File: config.mk
export PLATFORM = sky130hd
export DESIGN_NAME = wolfram_ca_engine
export DESIGN_NICKNAME = d
export VERILOG_FILES = /design/src/rtl/wolfram_ca_engine.sv
export SDC_FILE = /design/constraint.sdc
export NUM_CORES = 1
export LEC_CHECK = 0
export ABC_AREA = 1
export ABC_CLOCK_PERIOD_IN_PS = 3530
export CAP_MARGIN = 5
export CORE_ASPECT_RATIO = 0.5
export CORE_UTILIZATION = 40
export CTS_CLUSTER_SIZE = 40
export DETAILED_ROUTE_END_ITERATION = 6
export PLACE_DENSITY_LB_ADDON = 0.3
export RECOVER_POWER = 25
export SETUP_SLACK_MARGIN = 0.2
export SLEW_MARGIN = 20
export SYNTH_ARGS = -nofsm -noshare
export SYNTH_HDL_FRONTEND = slang
export SYNTH_SLANG_ARGS = --single-unit
export TNS_END_PERCENT = 30
File: constraint.sdc
create_clock -name clk -period 3.53 [get_ports clk]
set_clock_uncertainty 0.05 [all_clocks]
set_input_delay 0.706 -clock clk [delete_from_list [all_inputs] [get_ports clk]]
set_output_delay 0.706 -clock clk [all_outputs]
set_load 0.01 [all_outputs]
File: src/rtl/wolfram_ca_engine.sv
`default_nettype none
// ============================================================================
// Module   : wolfram_ca_engine
// Purpose  : runtime-programmable Wolfram-rule 1-D cellular automaton engine,
//            one generation per clock. Optional macro: WOLFRAM_CA_FIXPOINT_STOP_EN
// Revision : 1.0
// ============================================================================
module wolfram_ca_engine #(
  parameter int         WIDTH        = 16,
  parameter int         GEN_W        = 8,
  parameter logic [7:0] RULE_DEFAULT = 8'h73,
  parameter int         BOUNDARY     = 1
) (
  input  logic             clk,
  input  logic             reset,
  input  logic             load_valid,
  output logic             load_ready,
  input  logic [WIDTH-1:0] load_state,
  input  logic             rule_we,
  input  logic [7:0]       rule_in,
  input  logic             start,
  input  logic [GEN_W-1:0] gens,
  output logic             busy,
  output logic             done,
  output logic             fixpoint,
  output logic [WIDTH-1:0] state_out,
  output logic [GEN_W-1:0] gen_count
);

  typedef enum logic [1:0] {
    S_IDLE = 2'd0,
    S_RUN  = 2'd1,
    S_DONE = 2'd2
  } state_t;

  localparam logic [GEN_W-1:0] c_gen_one  = {{(GEN_W-1){1'b0}}, 1'b1};
  localparam logic [GEN_W-1:0] c_gen_zero = '0;

  state_t           r_state;
  logic [WIDTH-1:0] r_cells;
  logic [7:0]       r_rule;
  logic [GEN_W-1:0] r_gens;
  logic [GEN_W-1:0] r_gen_count;
  logic             r_busy;
  logic             r_done;
  logic             r_fixpoint;

  logic [WIDTH+1:0] w_ext;
  logic [WIDTH-1:0] w_next;
  logic [GEN_W-1:0] w_gen_inc;
  logic             w_last;
  logic             w_stop;
  logic             w_fix_hit;

  // Pad the cell row with one virtual neighbour on each side.
  assign w_ext = {(BOUNDARY != 0) ? r_cells[0] : 1'b0,
                  r_cells,
                  (BOUNDARY != 0) ? r_cells[WIDTH-1] : 1'b0};

  for (genvar gi = 0; gi < WIDTH; gi++) begin : g_cell
    logic [2:0] w_nbr;
    assign w_nbr      = w_ext[gi+2:gi];
    assign w_next[gi] = r_rule[3'd7 - w_nbr];
  end

  assign w_gen_inc = r_gen_count + c_gen_one;
  assign w_last    = (w_gen_inc == r_gens);

`ifdef WOLFRAM_CA_FIXPOINT_STOP_EN
  logic w_stable;
  assign w_stable  = (w_next == r_cells);
  assign w_stop    = w_last | w_stable;
  assign w_fix_hit = w_stable;
`else
  assign w_stop    = w_last;
  assign w_fix_hit = 1'b0;
`endif

  always_ff @(posedge clk) begin
    if (reset) begin
      r_state     <= S_IDLE;
      r_cells     <= '0;
      r_rule      <= RULE_DEFAULT;
      r_gens      <= '0;
      r_gen_count <= '0;
      r_busy      <= 1'b0;
      r_done      <= 1'b0;
      r_fixpoint  <= 1'b0;
    end else begin
      case (r_state)
        S_IDLE, S_DONE: begin
          if (rule_we) r_rule <= rule_in;
          if (load_valid) begin
            r_cells     <= load_state;
            r_gen_count <= '0;
            r_state     <= S_IDLE;
            r_done      <= 1'b0;
            r_fixpoint  <= 1'b0;
          end
          // A start in the same cycle overrides the load's IDLE transition;
          // the run then begins from the freshly loaded cells.
          if (start) begin
            r_gens      <= gens;
            r_gen_count <= '0;
            r_fixpoint  <= 1'b0;
            if (gens == c_gen_zero) begin
              r_state <= S_DONE;
              r_done  <= 1'b1;
            end else begin
              r_state <= S_RUN;
              r_busy  <= 1'b1;
              r_done  <= 1'b0;
            end
          end
        end
        S_RUN: begin
          r_cells     <= w_next;
          r_gen_count <= w_gen_inc;
          if (w_stop) begin
            r_state    <= S_DONE;
            r_busy     <= 1'b0;
            r_done     <= 1'b1;
            r_fixpoint <= w_fix_hit;
          end
        end
        default: begin
          r_state <= S_IDLE;
          r_busy  <= 1'b0;
          r_done  <= 1'b0;
        end
      endcase
    end
  end

  assign load_ready = ~r_busy;
  assign busy       = r_busy;
  assign done       = r_done;
  assign fixpoint   = r_fixpoint;
  assign state_out  = r_cells;
  assign gen_count  = r_gen_count;

endmodule
`default_nettype wire

# Word-level counts from Yosys, hierarchy flattened
# Cells that the tools add are included.
dict set report word_totals {
  input_bits 37
  elab_cells 114
  register_bits 45
  out_inout_bits 28
}
dict set report op_classes {
  bitwise 1
  n_addsub 17
  n_eq_ne 8
  muxes 53
  magnitude_cmp 16
  n_reduce_logical 11
}
# cell count
set op_table {}
lappend op_table {{< comparator 3 x 4 -> 1 bit (second input constant)} 16}
lappend op_table {{binary-select mux 1 bit (select 3 bit)} 16}
lappend op_table {{subtractor 3 bit (first input constant)} 16}
lappend op_table {{case mux 16 bit (2 select lines)} 1}
lappend op_table {{2-to-1 mux 1 bit} 24}
lappend op_table {{2-to-1 mux 16 bit} 1}
lappend op_table {{2-to-1 mux 8 bit} 2}
lappend op_table {{case mux 8 bit (2 select lines)} 1}
lappend op_table {{AND reduction 2 bit} 5}
lappend op_table {{adder 8 x 1 -> 8 bit (second input constant)} 1}
lappend op_table {{equality test 8 bit} 1}
lappend op_table {{zero test 8 bit} 1}
lappend op_table {{2-to-1 mux 2 bit} 4}
lappend op_table {{inequality test 2 bit (second input constant)} 4}
lappend op_table {{case mux 1 bit (2 select lines)} 3}
lappend op_table {{AND reduction 3 bit} 2}
lappend op_table {{case mux 2 bit (2 select lines)} 1}
lappend op_table {{inequality test 3 bit (second input constant)} 1}
lappend op_table {{equality test 2 x 1 -> 1 bit (second input constant)} 1}
lappend op_table {{equality test 2 bit (second input constant)} 1}
lappend op_table {{zero test 2 bit} 1}
lappend op_table {{nonzero test 2 bit} 1}
lappend op_table {{OR reduction 2 bit} 1}
lappend op_table {{inverter 1 bit} 1}

# Longest topological paths before layout
dict set report depth {
  depth_word 4
  depth_mapped 12
}

# Worst setup path before layout
# Ideal clock, no wire load.
dict set report synth_path {
  path_kind {in2reg}
  from {in reset}
  to {reg r_rule[7]}
  required_ps 3410
  path_buffers 2
  path_stages 5
  arrival_time_ps 1444
  setup_ps 70
  slack_ps 1966
  path_cell_list {buf_2 inv_1 clkbuf_1 o21ai_0 a21oi_1}
}
# item line
set synth_lines {}
lappend synth_lines {{start: declaration} 15} ;# input logic reset,
lappend synth_lines {{end signal: assignment} 92} ;# if (rule_we) r_rule <= rule_in;
lappend synth_lines {{end: declaration} 41} ;# logic [7:0] r_rule;

# Worst setup path after layout
dict set report layout_path {
  from {reg r_cells[15], in the netlist state_out[15]}
  to {out state_out[15]}
}
# item line
set layout_lines {}
lappend layout_lines {{start: declaration} 40} ;# logic [WIDTH-1:0] r_cells;
lappend layout_lines {{start signal: assignment} 94} ;# r_cells <= load_state;
lappend layout_lines {{start signal: assignment} 117} ;# r_cells <= w_next;
lappend layout_lines {{end: declaration} 26} ;# output logic [WIDTH-1:0] state_out,
# No word-level cell between the ends.

==> results.toml <==
[sta]
fin_setup_tns_ns = 0
min_period_ns = 2.26
fin_crit_sh = 0.640
setup_violations = 0
rsz0062_at_grt = "false"
max_freq_ghz = 0.443
slew_violations = 0
hold_violations = 0
worst_pin_slew_ns = 0.774
relSlewSlack = 0.483

[final_layout]
multi_input_area_um2 = 1850
seq_area_um2 = 861
antenna-diode-count = 0
areaGrowthSynthToFinish_pct = 27.2
instances_no_fill = 618
drive_gt1_frac = 0.0589
n_fill_cell = 696
nets = 563

[die]
initial_core_util = 0.432
row_count = 21
io_pins = 65
die_x_um = 125
core_area_um2 = 6960
dieArea_um2 = 7890
fp.dieH_um = 63.3

[route]
antenna_left = 0
vias = 3435
drt_iter0_markers = 373
dr.pass1.iters = 5
drt-total-wl_um = 8800
drc_errors = 0
viasPerCell = 5.56
wl_per_cell_um = 14.2

[setup_path]
reg2reg_slack_ns = 1.31
endpoint_kind = "output pin"
critPathKind = "reg -> out"
worstPathRequired_ns = 2.77
r2r_start = "r_state[0]$_SDFFE_PP0P_"
critPathLaunchType = "register"
timing.rr.end = "gen_count[3]$_SDFFE_PP0P_"
crit_chain = "clkdlybuf4s50_1"
reg2regPathDepth = 5
crit_buf_inv = 1
cpPeakStageDelay_ns = 0.63
cp_max_fo = 15
worstPathArrival_ns = 1.50
critPathTopFamily = "buffers and inverters"
slowest_stage = "clkdlybuf4s50_1"

[clocking]
clock_path_buffers = 2
cts_sinks = 43
clock-root-buffer = "clkbuf_16"
clk_latency_ns = 0.29
htree_levels = 2
post_cts_buffers = 0
hold_buffers = 0
path_clk_slew_ns = 0.06
cts_inserted_buffers = 5
cts_tree = "done"
cts_resized = 0

[place]
globalplace.congestion = 0.847
port_buffers = 63
dp_hpwl_um = 5810
dpl.cell_count = 610

[synthesis]
async_flop_share = 0
synth_area_um2 = 3010
ys_seq_elements = 43
synth_ff_type = "dfxtp_1"
synth_top_cell_by_area = "dfxtp_1"
synth.distinct_cells = 29
seq_area_frac_synth = 0.286
synth_cells = 478
synthTopCellsByArea = "dfxtp_1, a21oi_1, o21ai_0, nand3_1, nand2_1"
yosys_warnings = 0
synth.top_cell.area_share = 0.286
syn_avg_cell_area_um2 = 6.29
synth_fp_nets = 516
synth-edff-count = 0

[grt]
grt_max_degree = 26
antenna_found_initial = 0
grt_pass1_wl_um = 14600
gr-total-overflow = 0
first_global_vias = 3048
grtUsageTotal = 0.225

[worst_hold_path]
min_from = "r_gens[7]$_SDFFE_PP0P_"
min_to = "r_gens[7]$_SDFFE_PP0P_"
hold_depth = 2
hp-class = "reg -> reg"

[job]
maxCapViolCount = 0

[pwr]
power_leakage_nw = 1.40
vdd_ir_drop_max_uv = 209
power_density_nw_per_um2 = 429

[run_status]
status = "completed"
-- per-stage QoR --
stage	setup WS, ns	power (mW)	util	hold WS [ns]	area, um^2
after detailed placement	1.10	1.08	0.524	0.415	3650
after floorplan	1.97	0.912	-	0.394	3010
final	1.27	1.64	0.550	0.429	3830
after global routing	1.18	1.73	0.550	0.470	3830
after global placement	1.16	1.08	0.524	0.426	3650
after CTS	1.27	1.65	0.550	0.431	3830
-- where the power goes --
part           switching (mW)  total [mW]  leakage, nW  internal (mW)
registers              0.0990       0.628        0.355          0.529
logic                   0.245       0.447        0.959          0.203
clock network           0.210       0.566       0.0875          0.356
-- kinds of logic after synthesis --
kind of cell,after synthesis,synth area share
compound gates,208,0.365
simple gates,151,0.239
buf+inv,72,0.0982
flops,43,0.286
xor+xnor,2,0.00582
fa+ha+maj,1,0.00416
other cells,1,0.00125
-- area by class of cell --
type | count | share of cell area
multi-input cells | 363 | 0.484
well taps | 92 | 0.0301
clock buffers | 6 | 0.0363
flip-flops and latches | 43 | 0.225
clock inverters | 2 | 0.0101
repair buffers | 65 | 0.169
inverters | 47 | 0.0461
-- sequential cells by signal (all words and copies together), names as in the netlist --
| register | cells |
|---|---|
| busy | 1 |
| done | 1 |
| r_gens | 8 |
| state_out | 16 |
| r_state | 1 |
| gen_count | 8 |
| r_rule | 8 |
-- cells in the mapped netlist, drive strengths merged, types with 4 or more instances --
library cell  number
buf               10
nand3             70
a21oi            108
inv               43
clkbuf            15
o21ai             86
clkinv             4
nor2              23
dfxtp             43
nand2             54
o211ai            13
-- cells in the final DEF (no fill, tap or decap) --
cell             netlist  final
nor2_2                 3      3
conb_1                 1      1
clkinv_1               4      4
clkbuf_8               0      1
ha_1                   1      1
nand2_2                5      5
xnor2_1                1      1
and2_4                 1      1
nand3_1               68     68
dfxtp_1               43     43
nand3_2                2      2
o21ai_0               86     86
o21bai_1               1      1
clkdlybuf4s50_1        0     60
dlygate4sd3_1          0      3
or2_0                  1      1
inv_2                  2      1
inv_1                 41     42
o211ai_1              13     13
nor3_1                 1      1
xor2_1                 1      1
nor2_1                17     17
buf_4                  2      2
inv_6                  0      1
bufinv_16              0      1
nand3b_1               1      1
a21oi_1              102    102
a21oi_2                6      6
nor2_4                 3      3
clkbuf_16              0      5
nand2_1               49     49
-- routing by layer --
layer  vias up  wire, um  track usage
li1       1758         -            -
met1      1553      4150        0.301
met2       115      4030        0.379
met3         9       547       0.0433
met4         0        71       0.0452
met5         -         0            0
-- worst max path at each step --
stage,startpoint,endpoint,depth (start not counted)
3_3_place_gp,reset,state_out[3]$_SDFFE_PP0P_,5
4_1_cts,state_out[3]$_SDFFE_PP0P_,state_out[3],1
2_1_floorplan,reset,r_rule[7]$_SDFFE_PP0P_,5
3_5_place_dp,reset,r_rule[2]$_SDFFE_PP0P_,5
5_1_grt,r_state[0]$_SDFFE_PP0P_,gen_count[3]$_SDFFE_PP0P_,5
6_report,state_out[15]$_SDFFE_PP0P_,state_out[15],1
No activity file was read; power rests on OpenSTA's default activity.
